$ cat src/rtl/huff_decoder.sv
// Huffman stream decoder: unpacks 32-bit code words and matches one bit
// per cycle against a loadable code table to rebuild 8-bit characters.
module huff_decoder #(
    parameter int TABLE_SIZE   = 32,
    parameter int INDEX_WIDTH  = 5,
    parameter int MAX_CODE_LEN = 16
) (
    input  logic                   clock,
    input  logic                   reset,
    input  logic                   tableClear,
    input  logic                   tableWrite,
    input  logic [INDEX_WIDTH-1:0] tableIndex,
    input  logic [15:0]            tableCode,
    input  logic [4:0]             tableLength,
    input  logic [7:0]             tableChar,
    input  logic                   startFrame,
    input  logic [31:0]            wordIn,
    input  logic                   wordValid,
    output logic                   wordReady,
    output logic [7:0]             charOut,
    output logic                   charValid,
    input  logic                   charReady,
    output logic                   frameDone,
    output logic                   error,
    output logic [15:0]            bitsRemaining,
    output logic [3:0]             log
);

    typedef enum logic [3:0] {
        S_IDLE   = 4'd0,
        S_HEADER = 4'd1,
        S_SHIFT  = 4'd2,
        S_EMIT   = 4'd3,
        S_FETCH  = 4'd4,
        S_DONE   = 4'd5,
        S_ERROR  = 4'd6
    } state_t;

    state_t      state_q, state_d;
    logic [31:0] shift_q, shift_d;
    logic [5:0]  bin_q, bin_d;
    logic [15:0] rem_q, rem_d;
    logic [15:0] acc_q, acc_d;
    logic [4:0]  alen_q, alen_d;
    logic [7:0]  char_q, char_d;
    logic        cv_q, cv_d;
    logic        err_q, err_d;

    logic [15:0] code_q [TABLE_SIZE];
    logic [4:0]  len_q  [TABLE_SIZE];
    logic [7:0]  chr_q  [TABLE_SIZE];

    logic [15:0]            acc_sh;
    logic [4:0]             alen_sh;
    logic [15:0]            rem_sh;
    logic [5:0]             bin_sh;
    logic                   hit;
    logic [INDEX_WIDTH-1:0] hit_idx;
    logic                   tbl_open;
    logic                   tbl_we;

    assign acc_sh  = {acc_q[14:0], shift_q[31]};
    assign alen_sh = alen_q + 5'd1;
    assign rem_sh  = rem_q - 16'd1;
    assign bin_sh  = bin_q - 6'd1;

    assign tbl_open = (state_q == S_IDLE) || (state_q == S_DONE) ||
                      (state_q == S_ERROR);
    assign tbl_we   = tableWrite && tbl_open &&
                      (32'(tableIndex) < TABLE_SIZE) &&
                      (32'(tableLength) <= MAX_CODE_LEN);

    // acc holds exactly alen bits with zeros above, so a full-width compare works
    always_comb begin
        hit     = 1'b0;
        hit_idx = '0;
        for (int e = TABLE_SIZE - 1; e >= 0; e--) begin
            if (len_q[e] == alen_sh && code_q[e] == acc_sh) begin
                hit     = 1'b1;
                hit_idx = INDEX_WIDTH'(e);
            end
        end
    end

    always_ff @(posedge clock or negedge reset) begin
        if (!reset) begin
            for (int e = 0; e < TABLE_SIZE; e++) begin
                code_q[e] <= '0;
                len_q[e]  <= '0;
                chr_q[e]  <= '0;
            end
        end else if (tableClear) begin
            for (int e = 0; e < TABLE_SIZE; e++) begin
                len_q[e] <= '0;
            end
        end else if (tbl_we) begin
            code_q[tableIndex] <= tableCode;
            len_q[tableIndex]  <= tableLength;
            chr_q[tableIndex]  <= tableChar;
        end
    end

    always_comb begin
        state_d = state_q;
        shift_d = shift_q;
        bin_d   = bin_q;
        rem_d   = rem_q;
        acc_d   = acc_q;
        alen_d  = alen_q;
        char_d  = char_q;
        cv_d    = cv_q;
        err_d   = err_q;
        case (state_q)
            S_IDLE: begin
                if (startFrame) begin
                    state_d = S_HEADER;
                    acc_d   = '0;
                    alen_d  = '0;
                    err_d   = 1'b0;
                end
            end
            S_HEADER: begin
                if (wordValid) begin
                    rem_d   = wordIn[31:16];
                    shift_d = {wordIn[15:0], 16'h0};
                    bin_d   = (wordIn[31:16] >= 16'd16) ? 6'd16
                                                        : {2'b00, wordIn[19:16]};
                    state_d = (wordIn[31:16] == 16'd0) ? S_DONE : S_SHIFT;
                end
            end
            S_SHIFT: begin
                shift_d = {shift_q[30:0], 1'b0};
                bin_d   = bin_sh;
                rem_d   = rem_sh;
                acc_d   = acc_sh;
                alen_d  = alen_sh;
                if (hit) begin
                    char_d  = chr_q[hit_idx];
                    cv_d    = 1'b1;
                    acc_d   = '0;
                    alen_d  = '0;
                    state_d = S_EMIT;
                end else if (alen_sh == 5'(MAX_CODE_LEN) || rem_sh == 16'd0) begin
                    err_d   = 1'b1;
                    state_d = S_ERROR;
                end else if (bin_sh == 6'd0) begin
                    state_d = S_FETCH;
                end
            end
            S_EMIT: begin
                if (charReady) begin
                    cv_d = 1'b0;
                    if (rem_q == 16'd0) begin
                        state_d = S_DONE;
                    end else if (bin_q == 6'd0) begin
                        state_d = S_FETCH;
                    end else begin
                        state_d = S_SHIFT;
                    end
                end
            end
            S_FETCH: begin
                if (wordValid) begin
                    shift_d = wordIn;
                    bin_d   = (rem_q >= 16'd32) ? 6'd32 : rem_q[5:0];
                    state_d = S_SHIFT;
                end
            end
            S_DONE: begin
                state_d = S_IDLE;
            end
            S_ERROR: begin
                cv_d = 1'b0;
                if (startFrame) begin
                    state_d = S_HEADER;
                    acc_d   = '0;
                    alen_d  = '0;
                    err_d   = 1'b0;
                end
            end
            default: begin
                state_d = S_IDLE;
            end
        endcase
    end

    always_ff @(posedge clock or negedge reset) begin
        if (!reset) begin
            state_q <= S_IDLE;
            shift_q <= '0;
            bin_q   <= '0;
            rem_q   <= '0;
            acc_q   <= '0;
            alen_q  <= '0;
            char_q  <= '0;
            cv_q    <= 1'b0;
            err_q   <= 1'b0;
        end else begin
            state_q <= state_d;
            shift_q <= shift_d;
            bin_q   <= bin_d;
            rem_q   <= rem_d;
            acc_q   <= acc_d;
            alen_q  <= alen_d;
            char_q  <= char_d;
            cv_q    <= cv_d;
            err_q   <= err_d;
        end
    end

    assign wordReady     = (state_q == S_HEADER) || (state_q == S_FETCH);
    assign charOut       = char_q;
    assign charValid     = cv_q;
    assign frameDone     = (state_q == S_DONE);
    assign error         = err_q;
    assign bitsRemaining = rem_q;
    assign log           = state_q;

endmodule

$ cat config.mk
export PLATFORM = sky130hd
export DESIGN_NAME = huff_decoder
export DESIGN_NICKNAME = d
export VERILOG_FILES = /design/src/rtl/huff_decoder.sv
export SDC_FILE = /design/constraint.sdc
export NUM_CORES = 2
export LEC_CHECK = 0
export CAP_MARGIN = 0
export CORE_MARGIN = 5
export CORE_UTILIZATION = 40
export DETAILED_ROUTE_END_ITERATION = 6
export PLACE_DENSITY = 0.63
export SYNTH_ARGS = -nofsm -noshare
export SYNTH_HDL_FRONTEND = slang
export SYNTH_SLANG_ARGS = --single-unit
$ cat constraint.sdc
create_clock -name clock -period 3.85 [get_ports clock]
set_input_delay 1.155 -clock clock [delete_from_list [all_inputs] [get_ports clock]]
set_output_delay 1.155 -clock clock [all_outputs]
set_load 0.1 [all_outputs]
==> results.py <==
metrics = {
    "global_routing": {
        "grt_overflow_total": 0,
        "grt_pass1_vias": 42760,
        "antenna_found_initial": 11,
        "gr-usage-all-layers_pct": 26.53,
        "grt_max_degree": 82,
        "grt_pass1_wl_mm": 283.9,
    },
    "synthesis": {
        "syn-num-nets": 4831,
        "ys_ff_latch": 1015,
        "synth_area_mm2": 0.05366,
        "yosys_warnings": 0,
        "synth-edff-count": 0,
        "synth_ff_type": "dfrtp_1",
        "synth_cells": 4752,
        "ys_seq_area_share_pct": 47.33,
        "synth_cell_type_count": 85,
        "syn_area_per_cell_um2": 11.29,
        "synthArstFlopShare_pct": 100.0,
    },
    "cts": {
        "cts.sinks": 1015,
        "clkLatencyLatePin_ns": 0.76,
        "postCtsHoldBufs": 0,
        "cts_made_buffers": 112,
        "cts-root-buf": "clkbuf_16",
        "tritoncts": "yes",
        "clock_tree.buffer_depth": 3,
        "cts_max_level": 3,
        "clkTransAtPathRegs_ns": 0.06,
    },
    "flow_run": {
        "maxCapViolations": 0,
    },
    "min_path": {
        "min_path_cells": 2,
        "hold_class": "reg -> reg",
    },
    "status": {
        "violations": "negative setup slack",
        "run_status": "finished with violations",
    },
    "setup_path": {
        "rr_worst_depth": 15,
        "start_kind": "flop",
        "end_kind": "flop",
        "cp_data_arrival_time_ns": 5.08,
        "critPathRequiredTime_ns": 4.45,
        "worstSetupPathType": "reg -> reg",
        "cp_max_fo": 13,
    },
    "timing": {
        "worst_pin_slew_ns": 1.070,
        "max_slew_margin_pct": 28.49,
        "layout_setup_ws_ns": -0.6363,
        "slew_viol_final": 0,
        "tns_ns": -8.805,
        "hold_viol": 0,
        "finalCriticalPeriod_ns": 4.486,
        "fmax_mhz": 222.9,
        "whs_ns": 0.4773,
        "rsz0062_at_grt": "yes",
        "fin_skew_ns": 0.04510,
        "setup_viol": 30,
        "period_share_pct": 116.5,
    },
    "drt": {
        "post_drt_via_cell_ratio": 5.891,
        "dr.pass1.iters": 6,
        "antenna_left": 0,
        "wl_mm": 190.6,
        "post-route-drc-count": 0,
        "num_vias": 42550,
        "first_iter_violations": 4240,
        "detail_route.wl_per_cell_um": 26.38,
    },
    "floorplanning": {
        "core_area_mm2": 0.1335,
        "io_pins": 105,
        "start_util_pct": 40.21,
        "die-area_mm2": 0.1416,
        "die_y_um": 376.3,
        "num_rows": 134,
        "die_w_um": 376.3,
    },
    "cells_and_area": {
        "utilization_pct": 50.38,
        "area_delta_synth_final_pct": 25.29,
        "final_area_mm2": 0.06723,
        "fill_cells": 11890,
        "drive_above_1_share_pct": 36.70,
        "layout.nets": 5440,
    },
    "pwr": {
        "p_per_area_mw_per_mm2": 657.3,
        "leakagePower_uw": 0.03402,
        "ir_drop_mv": 0.8164,
    },
    "place": {
        "dp_hpwl_mm": 130.5,
        "post_dp_cell_area_mm2": 0.06204,
        "finalWeightedCongestion": 0.9588,
        "io_buffers": 103,
    },
}
## critical path, stage by stage, from the launching register on
cell       delay (ns)
dfrtp_2          0.45
ha_4             0.30
buf_4            0.15
xor2_2           0.19
or4_4            0.53
or4_4            0.46
a211oi_4         0.30
nand2b_1         0.16
a2111oi_4        0.54
nor3_4           0.09
buf_12           0.18
mux2_2           0.27
nand2_1          0.06
o21ai_0          0.15
a2111oi_4        0.40
nor3_1           0.10
## Yosys cell counts (20+ instances only)
master / count / share of area, %
a21oi_1: 187 / 1.7
a221oi_1: 31 / 0.51
a22oi_1: 20 / 0.28
a31oi_1: 20 / 0.23
buf_2: 69 / 0.64
clkbuf_1: 264 / 1.8
dfrtp_1: 1015 / 47
mux2_2: 786 / 16
mux2i_1: 105 / 2.0
nand2_1: 385 / 2.7
nand2b_1: 38 / 0.44
nand3_1: 180 / 1.7
nand3b_1: 35 / 0.49
nand4_1: 48 / 0.56
nor2_1: 130 / 0.91
nor3_1: 48 / 0.45
nor4_1: 328 / 3.8
nor4b_1: 24 / 0.39
o21ai_0: 42 / 0.39
or2_2: 20 / 0.23
xnor2_1: 130 / 2.1
xnor3_1: 56 / 2.4
xor2_1: 507 / 8.3
## routing by layer
metal / up-vias / global-route usage (%) / routed length, µm / part of all wire, %
met3: 464 / 4.803 / 16040 / 8.4
li1: 18300 / - / - / -
met1: 21840 / 36.59 / 79530 / 42
met5: - / 0 / 11 / 0.0058
met4: 2 / 11.81 / 9747 / 5.1
met2: 1951 / 40.95 / 85240 / 45
## per-stage QoR
stage	worst slack [ns]	power, µW	instances
global placement	-1.051	31020	6987
CTS	-0.5413	43040	7204
floorplan	-0.1344	23010	4752
detailed placement	-1.003	31180	6987
global route	-0.7297	45930	7218
finish	-0.6363	44200	7223
## layout by cell type, fill, tap and decap left out, drive strengths merged, types with 56 or more instances in the layout
| cell type | n |
|---|---|
| dfrtp | 1015 |
| buf | 810 |
| mux2 | 788 |
| xor2 | 507 |
| nand2 | 385 |
| nor4 | 328 |
| a21oi | 187 |
| nand3 | 181 |
| clkbuf | 174 |
| nor2 | 132 |
| xnor2 | 131 |
| mux2i | 105 |
| xnor3 | 56 |
## cell families after synthesis
kind of cell	count (synthesis)	share of synthesized area, %
fa+ha+maj	6	0.1399
xor+xnor	694	12.78
mux	893	18.49
simple gates	1322	12.81
compound gates	438	5.346
buf+inv	383	3.089
flops	1015	47.33
other cells	1	0.006988
## worst paths after layout
path / slack [ns] / start / endpoint
worst max-delay path: -0.64 / alen_q[1] / charOut[4]
worst min-delay path: 0.48 / shift_q[0] / shift_q[0]
worst max register to register: -0.64 / alen_q[1] / charOut[4]
worst min register to register: 0.48 / shift_q[0] / shift_q[0]
max in group asynchronous: 2.29 / reset / code_q[145]
min in group asynchronous: 0.49 / reset / code_q[444]
## registers in the layout, summed over array words and instances (netlist names), 3 cells and up
name           count
acc_q             15
alen_q             5
bin_q              6
bitsRemaining     16
charOut            8
chr_q            256
code_q           512
len_q            160
log                3
shift_q           32
## where the power goes
part / internal, µW / switching, µW / total, µW
Clock: 6430 / 4630 / 11100
Combinational: 9100 / 11400 / 20500
Sequential: 11800 / 892 / 12600
Total: 27300 / 16900 / 44200
## area by class of cell
class	count	area, µm²	area share (%)
timing repair buffer	862	7814	11.62
clock inverter	30	366.6	0.5453
antenna	5	12.51	0.01861
tap	1768	2212	3.290
clock buffer	173	3393	5.047
multi-input combinational	3354	27950	41.57
inverter	16	60.06	0.08933
sequential	1015	25420	37.81
## repair_timing
item / in CTS / in global routing
endpoints found under the hold margin: 0 / 0
setup buffers: 14 / 17
pin swaps: 24 / 34
resized for setup: 104 / 113
setup endpoints to repair: 33 / 32
(Power assumes the default switching activity.)
